<file path="src/rtl/axi_burst_pkg.sv">
// Shared types and constants for the AXI burst engine.
package axi_burst_pkg;

    typedef enum logic [2:0] {
        IDLE  = 3'd0,
        ADDR  = 3'd1,
        RDATA = 3'd2,
        WDATA = 3'd3,
        BRESP = 3'd4,
        FIN   = 3'd5
    } state_t;

    localparam logic [1:0] AXI_BURST_INCR = 2'b01;
    localparam logic [1:0] RESP_OKAY      = 2'b00;

    // Wide enough for a burst length of 1..16 beats.
    localparam int unsigned BLEN_WIDTH = 5;

    // Ceiling log2, used for the AXI size field.
    function automatic int unsigned clog2(input int unsigned value);
        int unsigned r;
        r = 0;
        while ((64'd1 << r) < 64'(value)) begin
            r = r + 1;
        end
        return r;
    endfunction

endpackage

</file>
<file path="src/rtl/axi_burst_len_calc.sv">
// Burst length selection: min(remaining, MAX_BURST[, beats to next 4 KB]).
// The 4 KB clip is only built when AXI_BURST_4K_SPLIT_EN is defined.
module axi_burst_len_calc
    import axi_burst_pkg::*;
#(
    parameter int unsigned ADDR_WIDTH = 32,
    parameter int unsigned CNT_WIDTH  = 12,
    parameter int unsigned MAX_BURST  = 16,
    parameter int unsigned SIZE_LOG2  = 2
) (
    input  logic [ADDR_WIDTH-1:0] addr,
    input  logic [CNT_WIDTH-1:0]  remaining,
    output logic [BLEN_WIDTH-1:0] blen
);

    localparam int unsigned CW = (CNT_WIDTH > 13) ? CNT_WIDTH : 13;

    logic [CW-1:0] rem_w;
    logic [CW-1:0] lim;
    logic          unused_addr;

    assign unused_addr = ^addr;
    assign rem_w       = CW'(remaining);

`ifdef AXI_BURST_4K_SPLIT_EN
    logic [CW-1:0] to_4k;
    // Beats left before the next 4 KB page (address is beat-aligned).
    assign to_4k = CW'((13'h1000 - {1'b0, addr[11:0]}) >> SIZE_LOG2);
`endif

    // Running minimum of the clipping terms.
    always_comb begin
        lim = CW'(MAX_BURST);
        if (rem_w < lim) begin
            lim = rem_w;
        end
`ifdef AXI_BURST_4K_SPLIT_EN
        if (to_4k < lim) begin
            lim = to_4k;
        end
`endif
        blen = BLEN_WIDTH'(lim);
    end

endmodule

</file>
<file path="src/rtl/axi_burst_engine.sv">
// AXI4 INCR burst master: one local command becomes one or more bursts.
// Optional feature macro: AXI_BURST_4K_SPLIT_EN (never cross a 4 KB page).
module axi_burst_engine
    import axi_burst_pkg::*;
#(
    parameter int unsigned ID_WIDTH   = 4,
    parameter int unsigned ADDR_WIDTH = 32,
    parameter int unsigned DATA_WIDTH = 32,
    parameter int unsigned MAX_BURST  = 16,
    parameter int unsigned CNT_WIDTH  = 12,
    parameter int unsigned AXI_ID     = 0
) (
    input  logic                  clk,
    input  logic                  rst,
    input  logic                  cmd_valid,
    output logic                  cmd_ready,
    input  logic                  cmd_write,
    input  logic [ADDR_WIDTH-1:0] cmd_addr,
    input  logic [CNT_WIDTH-1:0]  cmd_beats,
    output logic                  rd_valid,
    input  logic                  rd_ready,
    output logic [DATA_WIDTH-1:0] rd_data,
    output logic                  rd_last,
    input  logic                  wr_valid,
    output logic                  wr_ready,
    input  logic [DATA_WIDTH-1:0] wr_data,
    output logic                  done,
    output logic                  err,
    output logic [ID_WIDTH-1:0]   arid_m_inf,
    output logic [ADDR_WIDTH-1:0] araddr_m_inf,
    output logic [7:0]            arlen_m_inf,
    output logic [2:0]            arsize_m_inf,
    output logic [1:0]            arburst_m_inf,
    output logic                  arvalid_m_inf,
    input  logic                  arready_m_inf,
    input  logic [ID_WIDTH-1:0]   rid_m_inf,
    input  logic [DATA_WIDTH-1:0] rdata_m_inf,
    input  logic [1:0]            rresp_m_inf,
    input  logic                  rlast_m_inf,
    input  logic                  rvalid_m_inf,
    output logic                  rready_m_inf,
    output logic [ID_WIDTH-1:0]   awid_m_inf,
    output logic [ADDR_WIDTH-1:0] awaddr_m_inf,
    output logic [7:0]            awlen_m_inf,
    output logic [2:0]            awsize_m_inf,
    output logic [1:0]            awburst_m_inf,
    output logic                  awvalid_m_inf,
    input  logic                  awready_m_inf,
    output logic [DATA_WIDTH-1:0] wdata_m_inf,
    output logic                  wlast_m_inf,
    output logic                  wvalid_m_inf,
    input  logic                  wready_m_inf,
    input  logic [ID_WIDTH-1:0]   bid_m_inf,
    input  logic [1:0]            bresp_m_inf,
    input  logic                  bvalid_m_inf,
    output logic                  bready_m_inf
);

    localparam int unsigned SIZE_LOG2 = clog2(DATA_WIDTH / 8);

    state_t                  state, state_d;
    logic [ADDR_WIDTH-1:0]   addr_q, addr_d, step;
    logic [CNT_WIDTH-1:0]    rem_q, rem_d, blen_q;
    logic                    write_q, write_d;
    logic                    err_q, err_d;
    logic                    arvalid_q, arvalid_d;
    logic                    awvalid_q, awvalid_d;
    logic [7:0]              len_q, len_d;
    logic [7:0]              wbeat_q, wbeat_d;
    logic [BLEN_WIDTH-1:0]   blen_next;
    logic                    addr_hs, enter_addr;
    logic                    unused_ids;

    assign unused_ids = ^{rid_m_inf, bid_m_inf};

    // Length of the next burst, from the address/remaining it will start at.
    axi_burst_len_calc #(
        .ADDR_WIDTH (ADDR_WIDTH),
        .CNT_WIDTH  (CNT_WIDTH),
        .MAX_BURST  (MAX_BURST),
        .SIZE_LOG2  (SIZE_LOG2)
    ) u_len_calc (
        .addr      (addr_d),
        .remaining (rem_d),
        .blen      (blen_next)
    );

    assign blen_q     = CNT_WIDTH'(len_q) + CNT_WIDTH'(1);
    assign step       = ADDR_WIDTH'(blen_q) << SIZE_LOG2;
    assign addr_hs    = (arvalid_q && arready_m_inf) || (awvalid_q && awready_m_inf);
    assign enter_addr = (state_d == ADDR) && (state != ADDR);

    assign arid_m_inf    = ID_WIDTH'(AXI_ID);
    assign awid_m_inf    = ID_WIDTH'(AXI_ID);
    assign arsize_m_inf  = 3'(SIZE_LOG2);
    assign awsize_m_inf  = 3'(SIZE_LOG2);
    assign arburst_m_inf = AXI_BURST_INCR;
    assign awburst_m_inf = AXI_BURST_INCR;
    assign araddr_m_inf  = addr_q;
    assign awaddr_m_inf  = addr_q;
    assign arlen_m_inf   = len_q;
    assign awlen_m_inf   = len_q;
    assign arvalid_m_inf = arvalid_q;
    assign awvalid_m_inf = awvalid_q;
    assign cmd_ready     = (state == IDLE);
    assign done          = (state == FIN);
    assign err           = err_q;

    // State register and datapath registers.
    always_ff @(posedge clk or posedge rst) begin
        if (rst) begin
            state     <= IDLE;
            addr_q    <= '0;
            rem_q     <= '0;
            write_q   <= 1'b0;
            err_q     <= 1'b0;
            arvalid_q <= 1'b0;
            awvalid_q <= 1'b0;
            len_q     <= '0;
            wbeat_q   <= '0;
        end else begin
            state     <= state_d;
            addr_q    <= addr_d;
            rem_q     <= rem_d;
            write_q   <= write_d;
            err_q     <= err_d;
            arvalid_q <= arvalid_d;
            awvalid_q <= awvalid_d;
            len_q     <= len_d;
            wbeat_q   <= wbeat_d;
        end
    end

    // Next-state, bookkeeping and data-channel steering.
    always_comb begin
        state_d      = state;
        addr_d       = addr_q;
        rem_d        = rem_q;
        write_d      = write_q;
        err_d        = err_q;
        wbeat_d      = wbeat_q;
        rd_valid     = 1'b0;
        rd_data      = '0;
        rd_last      = 1'b0;
        rready_m_inf = 1'b0;
        wvalid_m_inf = 1'b0;
        wdata_m_inf  = '0;
        wlast_m_inf  = 1'b0;
        wr_ready     = 1'b0;
        bready_m_inf = 1'b0;
        case (state)
            IDLE: begin
                if (cmd_valid) begin
                    addr_d  = cmd_addr;
                    rem_d   = cmd_beats;
                    write_d = cmd_write;
                    err_d   = 1'b0;
                    state_d = (cmd_beats == '0) ? FIN : ADDR;
                end
            end
            ADDR: begin
                if (addr_hs) begin
                    wbeat_d = '0;
                    state_d = write_q ? WDATA : RDATA;
                end
            end
            RDATA: begin
                rd_valid     = rvalid_m_inf;
                rd_data      = rdata_m_inf;
                rready_m_inf = rd_ready;
                rd_last      = rvalid_m_inf && rlast_m_inf && (rem_q == blen_q);
                if (rvalid_m_inf && rd_ready) begin
                    if (rresp_m_inf != RESP_OKAY) begin
                        err_d = 1'b1;
                    end
                    if (rlast_m_inf) begin
                        addr_d  = addr_q + step;
                        rem_d   = rem_q - blen_q;
                        state_d = (rem_q == blen_q) ? FIN : ADDR;
                    end
                end
            end
            WDATA: begin
                wvalid_m_inf = wr_valid;
                wdata_m_inf  = wr_data;
                wr_ready     = wready_m_inf;
                wlast_m_inf  = (wbeat_q == len_q);
                if (wr_valid && wready_m_inf) begin
                    if (wbeat_q == len_q) begin
                        wbeat_d = '0;
                        state_d = BRESP;
                    end else begin
                        wbeat_d = wbeat_q + 8'd1;
                    end
                end
            end
            BRESP: begin
                bready_m_inf = 1'b1;
                if (bvalid_m_inf) begin
                    if (bresp_m_inf != RESP_OKAY) begin
                        err_d = 1'b1;
                    end
                    addr_d  = addr_q + step;
                    rem_d   = rem_q - blen_q;
                    state_d = (rem_q == blen_q) ? FIN : ADDR;
                end
            end
            FIN: begin
                state_d = IDLE;
            end
            default: begin
                state_d = IDLE;
            end
        endcase
    end

    // Address-channel request: loaded on entry to ADDR, dropped on handshake.
    always_comb begin
        len_d     = len_q;
        arvalid_d = arvalid_q;
        awvalid_d = awvalid_q;
        if (enter_addr) begin
            len_d     = 8'(blen_next) - 8'd1;
            arvalid_d = !write_d;
            awvalid_d = write_d;
        end else if ((state == ADDR) && addr_hs) begin
            arvalid_d = 1'b0;
            awvalid_d = 1'b0;
        end
    end

endmodule
</file>
<file path="config.mk">
export PLATFORM = sky130hd
export DESIGN_NAME = axi_burst_engine
export DESIGN_NICKNAME = d
export VERILOG_FILES = /design/src/rtl/axi_burst_pkg.sv /design/src/rtl/axi_burst_len_calc.sv /design/src/rtl/axi_burst_engine.sv
export SDC_FILE = /design/constraint.sdc
export NUM_CORES = 1
export LEC_CHECK = 0
export ABC_AREA = 1
export CAP_MARGIN = 5
export CORE_ASPECT_RATIO = 0.8
export CORE_MARGIN = 8
export CORE_UTILIZATION = 38
export CTS_CLUSTER_SIZE = 20
export DETAILED_ROUTE_END_ITERATION = 16
export PLACE_DENSITY_LB_ADDON = 0.15
export SLEW_MARGIN = 10
export SYNTH_ARGS = -nofsm -noshare
export SYNTH_HDL_FRONTEND = slang
export SYNTH_SLANG_ARGS = --single-unit
</file>
<file path="constraint.sdc">
create_clock -name clk -period 2.8 [get_ports clk]
set_input_delay 0.7 -clock clk [delete_from_list [all_inputs] [get_ports clk]]
set_output_delay 0.7 -clock clk [all_outputs]
set_load 0.01 [all_outputs]
</file>
==> summary.txt, run 1 <==
CTS
  – Clock Latency Late Sink: around 0.34 ns
  – Hold_buf cts: 0
  – Clock root buffer: clkbuf_16
  – CTS clock-pin slew for the worst setup and hold paths: approximately 0.06 ns
  – H-tree levels: 3
  – CTS tree: done
  – CTS buffer count: 9
  – Max Buffers Root-to-Sink: 2
  – Total clock sinks: 65

Place
  – Total placed cells including tap cells: about 1,500
  – Post-Place Cell Area: around 9400 um^2
  – Routability cong.: between 0.9 and 1
  – Dpl ws: -0.433 ns
  – I/O Buffers: between 200 and 300
  – Hpwl dp: 17.4 mm

Global route
  – Vias in the first global route: about 7,000
  – First-pass GRT wire length: 34.8 mm
  – Largest net degree at the start of global routing: 42
  – Initial antenna violation count: 0
  – Grt ovf: 0
  – GRT Util Overall: 0.210

Timing
  – Worst hold slack: roughly 0.50 ns
  – Setup Skew: approximately 0.0056 ns
  – Slew @ Worst Pin: 0.562 ns
  – Final Hold Viols: 0
  – RSZ-0062 raised after global routing: true
  – Final period demand of the worst path: slightly above 3 ns
  – Final setup vio count: 18
  – Slew margin rel.: 0.622
  – Final max-slew violation count: 0
  – Post-layout worst setup margin: -0.246 ns
  – Fmax: roughly 330 MHz
  – Final worst-path cycle share: 1.09

Power and ir drop
  – Power Density: roughly 1200 nW/um^2
  – Pleak: slightly above 0.005 uW
  – Worst vdd rail ir drop: between 0.0007 and 0.0008 V

Final layout
  – # diodes: 0
  – Fraction of layout cells with a size suffix above 1: 0.210
  – Final Cell Area: 10,500 um^2
  – Fin nets: 1,471
  – Layout area overhead: 69.9%
  – # fillers: 1,437
  – Post-route insts no fill: 1,536
  – Post-layout util: 0.661

Drt
  – DRT antenna net count: 0
  – Met3 WL: between 1.5 and 2 mm
  – Top routing layer used: met4
  – TritonRoute pass-1 iters: 5
  – Vias: roughly 7,200
  – Routed WL: around 22 mm
  – Initial DRC Count: a little under 400
  – Met2 routed WL: roughly 11 mm
  – Metal-1 WL: between 9 and 10 mm
  – Post-DR wirelength/cell: around 15 um
  – Vias per inst: between 4 and 5
  – DRC: 0

Yosys
  – Synth warn: 0
  – Top cell type by total area after synthesis: dfrtp_1
  – Largest family of logic cells by synthesized area: simple AND/OR/NAND/NOR gates
  – Mux cell area share after synthesis: 0
  – Xor-xnor portion of the synthesized cell area: 0.0242
  – EDFF count, synth: 0
  – Yosys reg bits: between 60 and 70
  – Synthesized area per cell: around 6.3 um^2
  – Netlist cell types: 46
  – Dominant cell by count in the synthesized netlist: nand2_1
  – Synthesized-area fraction occupied by adder cells: 0.0492
  – Compound-gate portion of the synthesized area: 0.118
  – Simple-gate share of the synthesized area: 0.343
  – Post-synth ARST share: 1.00
  – Post-synthesis instance total: approximately 980
  – Main area contributors after synthesis: dfrtp_1 26%, nand2_1 13%, inv_1 10%
  – Cell area after synthesis: between 6000 and 7000 um^2
  – Leading register cell type out of synthesis: dfrtp_1
  – Share of the synthesized area in the top cell type: 0.264
  – Most common library cells after synthesis: 217 x nand2_1, 170 x inv_1, 146 x nor2_1, 65 x dfrtp_1, 60 x buf_4
  – Post-synthesis sequential area ratio: 0.264

Setup path
  – Required time of the critical path: roughly 3.1 ns
  – Critical path's top delay family: simple AND/OR/NAND/NOR gates
  – Crit path launch type: register
  – Crit path cell chain: buf_4 -> buf_4 -> inv_2 -> ha_1 -> inv_1 -> fa_2 -> nand2_2 -> nand3_2 -> nand3_2 -> nand3_1 -> nand3_1 -> nand2_1 -> nor2_2 -> nand2_2 -> nor2_4 -> nand3_4 -> clkinv_4 -> nand2_4 -> ha_4 -> nand3b_1 -> nand2_1 -> nand2_1 -> nand2_1
  – Setup CP Type: reg -> reg
  – WP buf/inv: 5
  – Crit. path cell count: 23
  – Nature of the critical path endpoint: register
  – CP most frequent cell: nand2_1
  – CP max stage cell: dfrtp_2
  – R2R depth: 23
  – Max incr delay on CP: 0.44 ns
  – Critical path arrival: between 3 and 4 ns
  – Crit-path max FO: 3

Floorplanning
  – Die Y: 130 um
  – Core Area: around 16,000 um^2
  – I/O pin cnt: between 300 and 400
  – Die area: 20,500 um^2
  – Die X: between 150 and 200 um
  – FP Rows: slightly above 40
  – Initial Util: 0.389

Status
  – Status: complete, but fails checks
  – Violated checks: setup timing

Hold path
  – Hold crit path type: reg -> reg
  – Hold path depth: 1

Job
  – Number of max-cap violations: 0
cell families after synthesis:
family / after synthesis
xor+xnor: 17
buf+inv: 262
compound gates: 131
flops: 65
other cells: 2
simple gates: 481
fa+ha+maj: 23
path summary, 6_finish.rpt:
path / start / end / slack, ns
min: err$_DFFE_PP0P_ / err$_DFFE_PP0P_ / 0.50
max: arlen_m_inf[0]$_DFFE_PP0P_ / arlen_m_inf[2]$_DFFE_PP0P_ / -0.25
min in group asynchronous: rst / arlen_m_inf[1]$_DFFE_PP0P_ / 0.62
max in group asynchronous: rst / araddr_m_inf[21]$_DFFE_PP0P_ / 1.64
max reg2reg: arlen_m_inf[0]$_DFFE_PP0P_ / arlen_m_inf[2]$_DFFE_PP0P_ / -0.25
min reg2reg: err$_DFFE_PP0P_ / err$_DFFE_PP0P_ / 0.50
power by group:
part / total (uW) / internal (uW) / switching (uW)
Clock: 1240 / 780 / 460
Sequential: 1930 / 1380 / 555
Combinational: 9610 / 4620 / 5000
sequential cells by signal, summed over array words and instances, names as in the netlist:
signal and flops:
araddr_m_inf 32, rem_q 12, wbeat_q 8, arlen_m_inf 6, state 3, arvalid_m_inf 1, awvalid_m_inf 1, err 1
write_q 1
cell type report:
cell class | count | area, um^2 | share of cell area
Sequential cell | 65 | 1630 | 0.156
Inverter | 181 | 684 | 0.0655
Clock inverter | 7 | 93.8 | 0.00898
Multi-Input combinational cell | 670 | 3880 | 0.371
Tap cell | 215 | 269 | 0.0257
Clock buffer | 9 | 225 | 0.0216
Timing Repair Buffer | 389 | 3670 | 0.351
per-stage QoR:
stage / power [uW] / setup TNS (ns)
6_report: 12800 / -1.85
5_1_grt: 13800 / -6.61
4_1_cts: 12400 / -1.11
3_5_place_dp: 10100 / -5.39
3_3_place_gp: 9960 / -4.05
2_1_floorplan: 6680 / -0.0913
worst register-to-register path, stage by stage (launching register included):
cell and delay, ns:
dfrtp_2 0.44, buf_4 0.15, buf_4 0.13, inv_2 0.06
ha_1 0.14, inv_1 0.06, fa_2 0.36, nand2_2 0.09
nand3_2 0.10, nand3_2 0.09, nand3_1 0.06, nand3_1 0.09
nand2_1 0.06, nor2_2 0.15, nand2_2 0.09, nor2_4 0.17
nand3_4 0.12, clkinv_4 0.07, nand2_4 0.04, ha_4 0.16
nand3b_1 0.16, nand2_1 0.06, nand2_1 0.06, nand2_1 0.06
layout by cell type, fill, tap and decap left out, drive strengths merged:
cell type,instances
xor2,15
clkdlybuf4s50,276
fa,2
nor3,17
clkinv,4
conb,18
and3,1
nor3b,1
dlygate4sd2,1
a31oi,4
buf,111
o211a,1
clkinvlp,2
nand2b,1
nor2,156
nand4,8
a21oi,37
clkbuf,9
a22oi,2
nor4,6
inv,180
bufinv,2
o2111ai,1
ha,21
dfrtp,65
o21ai,64
o211ai,7
nand3,54
dlymetal6s2s,1
o22ai,9
o21a,2
or2,6
nand2,227
nand3b,4
a22o,1
xnor2,2
o221ai,3
timing repair:
action,4_1_cts,5_1_grt
setup endpoints to repair,60,89
buffers inserted,24,7
resized for setup,92,42
pin swaps,49,13
metal layers:
metal | track usage | up-vias
met3 | 0.0416 | 24
li1 | - | 3661
met2 | 0.358 | 263
met5 | 0 | -
met4 | 0.0515 | 0
met1 | 0.268 | 3294
Power figures use the tool's default switching activity.
==> inputs of run 2 (changes only) <==
==> constraint.sdc (replaced) <==
create_clock -name clk -period 2.8 [get_ports clk]
set_input_delay 0.56 -clock clk [delete_from_list [all_inputs] [get_ports clk]]
set_output_delay 0.56 -clock clk [all_outputs]
set_load 0.01 [all_outputs]
==> run 2 against run 1 <==
Against the previous run: the run still ends with setup timing left; hold slack improved by 0.0037 ns; via count rose by 0.14%; highest routed layer unchanged; sequential power hardly changed; setup slack improved by 0.0017 ns.
==> summary.txt, run 2 (same netlist as run 1, synthesis figures left out) <==
Setup path
  – CP max stage cell: dfrtp_2 (unchanged)
  – Crit-path max FO: 5 (was 3)
  – Setup CP Type: reg -> reg (unchanged)
  – Max incr delay on CP: 0.41 ns (was 0.44 ns)
  – CP most frequent cell: nand2_1 (unchanged)
  – WP buf/inv: 5 (unchanged)
  – Nature of the critical path endpoint: register (unchanged)
  – Crit path launch type: register (unchanged)
  – Critical path's top delay family: simple AND/OR/NAND/NOR gates (unchanged)
  – Required time of the critical path: 3.04 ns (was 3.07 ns)
  – Critical path arrival: 3.28 ns (was 3.32 ns)

CTS
  – CTS buffer count: 9 (unchanged)
  – CTS clock-pin slew for the worst setup and hold paths: 0.06 ns (about the same)
  – Max Buffers Root-to-Sink: 2 (unchanged)
  – CTS tree: done (unchanged)
  – Clock Latency Late Sink: 0.34 ns (about the same)
  – Clock root buffer: clkbuf_16 (unchanged)
  – H-tree levels: 3 (unchanged)
  – Total clock sinks: 65 (unchanged)

Global route
  – Vias in the first global route: 7,083 (was 6,979)
  – Grt ovf: 0 (unchanged)
  – GRT Util Overall: 0.210 (about the same)
  – First-pass GRT wire length: 34.8 mm (about the same)
  – Initial antenna violation count: 0 (unchanged)
  – Largest net degree at the start of global routing: 66 (was 42)

Job
  – Number of max-cap violations: 0 (unchanged)

Timing
  – Setup Skew: 0.00767 ns (was 0.00561 ns)
  – Final worst-path cycle share: 1.09 (about the same)
  – Post-layout worst setup margin: -0.244 ns (was -0.246 ns)
  – Slew @ Worst Pin: 0.665 ns (was 0.562 ns)
  – Final max-slew violation count: 0 (unchanged)
  – Slew margin rel.: 0.553 (was 0.622)
  – Final Hold Viols: 0 (unchanged)
  – RSZ-0062 raised after global routing: true (unchanged)
  – Final period demand of the worst path: 3.04 ns (was 3.05 ns)
  – Final setup vio count: 19 (was 18)
  – Fmax: 328 MHz (about the same)

Place
  – Routability cong.: 0.888 (was 0.918)
  – Dpl ws: -0.362 ns (was -0.433 ns)
  – Hpwl dp: 17.3 mm (was 17.4 mm)
  – I/O Buffers: 279 (unchanged)

Drt
  – TritonRoute pass-1 iters: 5 (unchanged)
  – DRC: 0 (unchanged)
  – Vias per inst: 4.77 (was 4.71)
  – Post-DR wirelength/cell: 15.1 um (was 14.6 um)
  – Routed WL: 23.0 mm (was 22.5 mm)
  – Vias: 7,252 (was 7,242)
  – Initial DRC Count: 447 (was 394)
  – DRT antenna net count: 0 (unchanged)

Floorplanning
  – Initial Util: 0.389 (unchanged)
  – FP Rows: 41 (unchanged)
  – Core Area: 15,800 um^2 (unchanged)
  – I/O pin cnt: 306 (unchanged)
  – Die X: 158 um (unchanged)
  – Die Y: 130 um (unchanged)
  – Die area: 20,500 um^2 (unchanged)

Final layout
  – Max reg flops: 32 (unchanged)
  – # diodes: 0 (unchanged)
  – Post-layout util: 0.666 (was 0.661)
  – Most common cell after layout, fill and taps aside: clkdlybuf4s50_1 (unchanged)
  – Layout area overhead: 70.9% (was 69.9%)
  – # fillers: 1,396 (was 1,437)
  – Most frequent cells in the layout: 278 x clkdlybuf4s50_1, 179 x nand2_1, 154 x inv_1 (was 276 x clkdlybuf4s50_1, 183 x nand2_1, 158 x inv_1)
  – Fraction of layout cells with a size suffix above 1: 0.216 (was 0.210)
  – Fin nets: 1,455 (was 1,471)

Power and ir drop
  – Pleak: 0.00496 uW (was 0.00505 uW)
  – Total power: 12,900 uW (was 12,800 uW)
  – Worst vdd rail ir drop: 0.000677 V (was 0.000790 V)
  – Power Density: 1230 nW/um^2 (was 1220 nW/um^2)

Hold path
  – Hold crit path type: reg -> reg (unchanged)

Status
  – Status: complete, but fails checks (unchanged)
  – Violated checks: setup timing (unchanged)
## run 2: cell count changes in the layout (fill, tap and decap cells not counted), sizes merged
cell	change
buf	-16
clkbuf	+2
clkdlybuf4s50	+2
bufinv	-1
dlygate4sd2	-1
dlymetal6s2s	-1
inv	-1
## run 2: layout make-up
class                           count  area [um^2]  area share
Clock buffer                       11          243      0.0231
Clock inverter                      5         55.1     0.00524
Inverter                          181          699      0.0665
Multi-Input combinational cell    670         4060       0.386
Sequential cell                    65         1630       0.155
Tap cell                          215          269      0.0256
Timing Repair Buffer              373         3560       0.339
## run 2: per-stage QoR
stage	instances	instance area [um^2]	setup TNS [ns]	hold slack, ns
2_1_floorplan	997	6290	-0.0913	0.500
5_1_grt	1520	10500	-6.70	0.513
3_3_place_gp	1476	9330	-3.24	0.481
4_1_cts	1514	10200	-0.563	0.503
3_5_place_dp	1476	9330	-4.53	0.490
6_report	1520	10500	-2.08	0.500
## run 2: power breakdown
| group | total, uW | internal (uW) | switching, uW |
|---|---|---|---|
| Sequential | 1960 | 1370 | 583 |
| Combinational | 9780 | 4620 | 5160 |
| Clock | 1170 | 711 | 461 |
## run 2: layer usage
layer  vias up  GRT usage  routed length [um]
met5         -          0                   0
met4         0     0.0581                 254
li1       3635          -                   -
met1      3331      0.264                9620
met3        21     0.0496                1790
met2       265      0.354               11300
## run 2: final timing paths
check                                            from                      endpoint  slack [ns]  cells after the start
min                                   err$_DFFE_PP0P_               err$_DFFE_PP0P_        0.50                      1
max                        arlen_m_inf[0]$_DFFE_PP0P_    arlen_m_inf[3]$_DFFE_PP0P_       -0.24                     25
max in group asynchronous                         rst  araddr_m_inf[15]$_DFFE_PP0P_        1.88                      3
max reg2reg                arlen_m_inf[0]$_DFFE_PP0P_    arlen_m_inf[3]$_DFFE_PP0P_       -0.24                     25
min reg2reg                           err$_DFFE_PP0P_               err$_DFFE_PP0P_        0.50                      1
min in group asynchronous                         rst        wbeat_q[1]$_DFFE_PP0P_        0.60                      3
## run 2: repair_timing
action                                  in CTS  in global routing
hold buffers                                 0                  0
endpoints found under the setup margin      60                 34
setup buffers                               22                 12
pin swaps                                   62                 51
resized for setup                          114                 78
==> inputs of run 3 (changes only) <==
--- a/config.mk
+++ b/config.mk
@@ -13,6 +13,7 @@
 export CTS_CLUSTER_SIZE = 20
 export DETAILED_ROUTE_END_ITERATION = 16
 export PLACE_DENSITY_LB_ADDON = 0.15
+export SETUP_SLACK_MARGIN = 0.4
 export SLEW_MARGIN = 10
 export SYNTH_ARGS = -nofsm -noshare
 export SYNTH_HDL_FRONTEND = slang
==> run 3 against run 2 <==
Against the previous run: sequential power about the same; critical path type unchanged; the flow still finishes with violations (setup timing); setup slack worse by 0.044 ns; first-iteration DRC count up 13%; via count about the same; largest power group unchanged; routed wire length up 2.3%; utilization up 0.87 points; sequential share of layout area down 0.16 points; highest routed layer unchanged; final cell count up 0.13%; register-to-register slack worse by 0.04 ns.
==> summary.txt, run 3 (same netlist as run 1, synthesis figures left out) <==
Final layout
  – Fraction of layout cells with a size suffix above 1: 0.230 (was 0.216)
  – # diodes: 0 (unchanged)
  – Area of the multi-input gates: 4120 um^2 (was 4060 um^2)
  – Post-route insts no fill: 1,522 (was 1,520)
  – Max reg flops: 32 (unchanged)
  – Most frequent cells in the layout: 209 x clkdlybuf4s50_1, 175 x nand2_1, 157 x inv_1 (was 278 x clkdlybuf4s50_1, 179 x nand2_1, 154 x inv_1)
  – Reg area: 1630 um^2 (about the same)
  – Layout area overhead: 73.2% (was 70.9%)
  – # fillers: 1,415 (was 1,396)
  – Post-layout util: 0.674 (was 0.666)
  – Most common cell after layout, fill and taps aside: clkdlybuf4s50_1 (unchanged)
  – Fin nets: 1,457 (was 1,455)

Floorplanning
  – Die Y: 130 um (unchanged)
  – FP Rows: 41 (unchanged)
  – Die X: 158 um (unchanged)
  – Initial Util: 0.389 (unchanged)
  – I/O pin cnt: 306 (unchanged)
  – Die area: 20,500 um^2 (unchanged)
  – Core Area: 15,800 um^2 (unchanged)

Power and ir drop
  – Power Density: 1210 nW/um^2 (was 1230 nW/um^2)
  – Internal power: 6650 uW (was 6700 uW)
  – Switch Pwr: 6280 uW (was 6200 uW)
  – Worst vdd rail ir drop: 0.000650 V (was 0.000677 V)
  – Pleak: 0.00543 uW (was 0.00496 uW)
  – Sw frac: 0.486 (was 0.480)
  – Clock share of power: 0.097 (was 0.091)
  – Combinational power share: 0.750 (was 0.758)
  – Sequential power share: 0.153 (was 0.152)
  – Total power: 12,900 uW (about the same)

Status
  – Violated checks: setup timing (unchanged)
  – Status: complete, but fails checks (unchanged)

Setup path
  – Crit path cell chain: ha_4 -> nand2_2 -> inv_2 -> nand2_4 -> nor2_4 -> inv_2 -> nand2_4 -> buf_6 -> buf_6 -> buf_6 -> inv_4 -> ha_4 -> nand2_4 -> nor2_4 -> nand3_2 -> o2111ai_4 -> nand2_2 -> nor2_4 -> nand4_1 -> nor2_1 -> nor2_1 -> o21ai_1 -> nand2_1
  – Setup CP Type: reg -> reg (unchanged)
  – Max incr delay on CP: 0.42 ns (was 0.41 ns)
  – Crit path launch type: register (unchanged)
  – Crit-path max FO: 4 (was 5)
  – R2R depth: 23 (was 25)
  – Critical path startpoint: arlen_m_inf[0]$_DFFE_PP0P_ (unchanged)
  – Crit. path cell count: 23 (was 25)
  – WP buf/inv: 6 (was 5)
  – RR Startpoint: arlen_m_inf[0]$_DFFE_PP0P_ (unchanged)
  – CP max stage cell: dfrtp_2 (unchanged)
  – Required time of the critical path: 3.02 ns (was 3.04 ns)
  – Nature of the critical path endpoint: register (unchanged)
  – Critical path arrival: 3.31 ns (was 3.28 ns)
  – Critical path's top delay family: simple AND/OR/NAND/NOR gates (unchanged)

Global route
  – Largest net degree at the start of global routing: 48 (was 66)
  – First-pass GRT wire length: 34.9 mm (was 34.8 mm)
  – Grt ovf: 0 (unchanged)
  – GRT Util Overall: 0.211 (was 0.210)
  – Initial antenna violation count: 0 (unchanged)
  – Vias in the first global route: 6,916 (was 7,083)

Timing
  – Final period demand of the worst path: 3.09 ns (was 3.04 ns)
  – Post-layout worst setup margin: -0.289 ns (was -0.244 ns)
  – Final worst-path cycle share: 1.10 (was 1.09)
  – Final setup vio count: 26 (was 19)
  – Setup TNS: -5.40 ns (was -2.08 ns)
  – Worst hold slack: 0.498 ns (was 0.500 ns)
  – Setup Skew: 0.00794 ns (was 0.00767 ns)
  – Final Hold Viols: 0 (unchanged)
  – Final max-slew violation count: 0 (unchanged)
  – RSZ-0062 raised after global routing: true (unchanged)
  – Slew @ Worst Pin: 0.716 ns (was 0.665 ns)
  – Fmax: 324 MHz (was 328 MHz)
  – Slew margin rel.: 0.518 (was 0.553)

Hold path
  – Hold crit path type: reg -> reg (unchanged)
  – HP Start: err$_DFFE_PP0P_ (unchanged)
  – Hold path depth: 1 (unchanged)

CTS
  – Hold_buf cts: 0 (unchanged)
  – CTS buffer count: 9 (unchanged)
  – Clock root buffer: clkbuf_16 (unchanged)
  – CTS tree: done (unchanged)
  – CTS clock-pin slew for the worst setup and hold paths: 0.06 ns (about the same)
  – H-tree levels: 3 (unchanged)
  – Total clock sinks: 65 (unchanged)
  – Max Buffers Root-to-Sink: 2 (unchanged)
  – Clock Latency Late Sink: 0.34 ns (about the same)

Drt
  – Vias: 7,250 (was 7,252)
  – Routed WL: 23.5 mm (was 23.0 mm)
  – DRC: 0 (unchanged)
  – DRT antenna net count: 0 (unchanged)
  – Initial DRC Count: 507 (was 447)
  – Post-DR wirelength/cell: 15.4 um (was 15.1 um)
  – TritonRoute pass-1 iters: 5 (unchanged)
  – Vias per inst: 4.76 (was 4.77)

Job
  – Number of max-cap violations: 0 (unchanged)

Place
  – I/O Buffers: 279 (unchanged)
  – Hpwl dp: 17.6 mm (was 17.3 mm)
  – Routability cong.: 0.878 (was 0.888)
  – Total placed cells including tap cells: 1,477 (was 1,476)
[run 3: cell count changes in the layout (fill, tap and decap cells not counted), sizes merged]
| cell | previous run | this run |
|---|---|---|
| inv | 179 | 180 |
| dlymetal6s2s | 0 | 5 |
| bufinv | 1 | 3 |
| clkdlybuf4s50 | 278 | 209 |
| clkinv | 4 | 5 |
| buf | 95 | 97 |
| dlygate4sd2 | 0 | 61 |
| clkinvlp | 2 | 0 |
| clkdlybuf4s15 | 0 | 1 |
[run 3: final timing paths]
path,to,slack [ns]
max,araddr_m_inf[24]$_DFFE_PP0P_,-0.29
min,err$_DFFE_PP0P_,0.50
max reg2reg,araddr_m_inf[24]$_DFFE_PP0P_,-0.29
min reg2reg,err$_DFFE_PP0P_,0.50
max in group asynchronous,state[2]$_DFF_PP0_,1.61
min in group asynchronous,araddr_m_inf[2]$_DFFE_PP0P_,0.56
[run 3: final cells by class]
class	count	share of cell area
timing repair buffer	375	0.337
inverter	181	0.0674
clock inverter	7	0.00940
multi-input combinational	670	0.387
tap	215	0.0253
clock buffer	9	0.0211
sequential	65	0.153
[run 3: per-layer routing]
layer / vias to the layer above / routed length [um] / global-route usage
li1: 3638 / - / -
met1: 3311 / 9850 / 0.266
met2: 269 / 11500 / 0.357
met3: 32 / 1790 / 0.0545
met4: 0 / 341 / 0.0437
met5: - / 0 / 0
[run 3: power groups by stage]
stage               clock network (uW)  logic, uW  registers (uW)
global placement                     0       7980            1910
detailed placement                   0       8090            1930
CTS                               1270       8850            1940
finish                            1260       9690            1980
global route                      1310      10600            2060
floorplan                            0       4780            1950
[run 3: stage by stage]
step           setup slack, ns  cell area, um^2
2_1_floorplan          -0.0599             6350
3_3_place_gp            -0.305             9390
3_5_place_dp            -0.355             9390
4_1_cts                 -0.228            10200
5_1_grt                 -0.549            10700
6_report                -0.289            10700
[run 3: repair_timing]
item	in CTS	in global routing
setup endpoints to repair	99	80
pin swaps	45	58
setup buffers	16	13
gates resized for setup	185	107
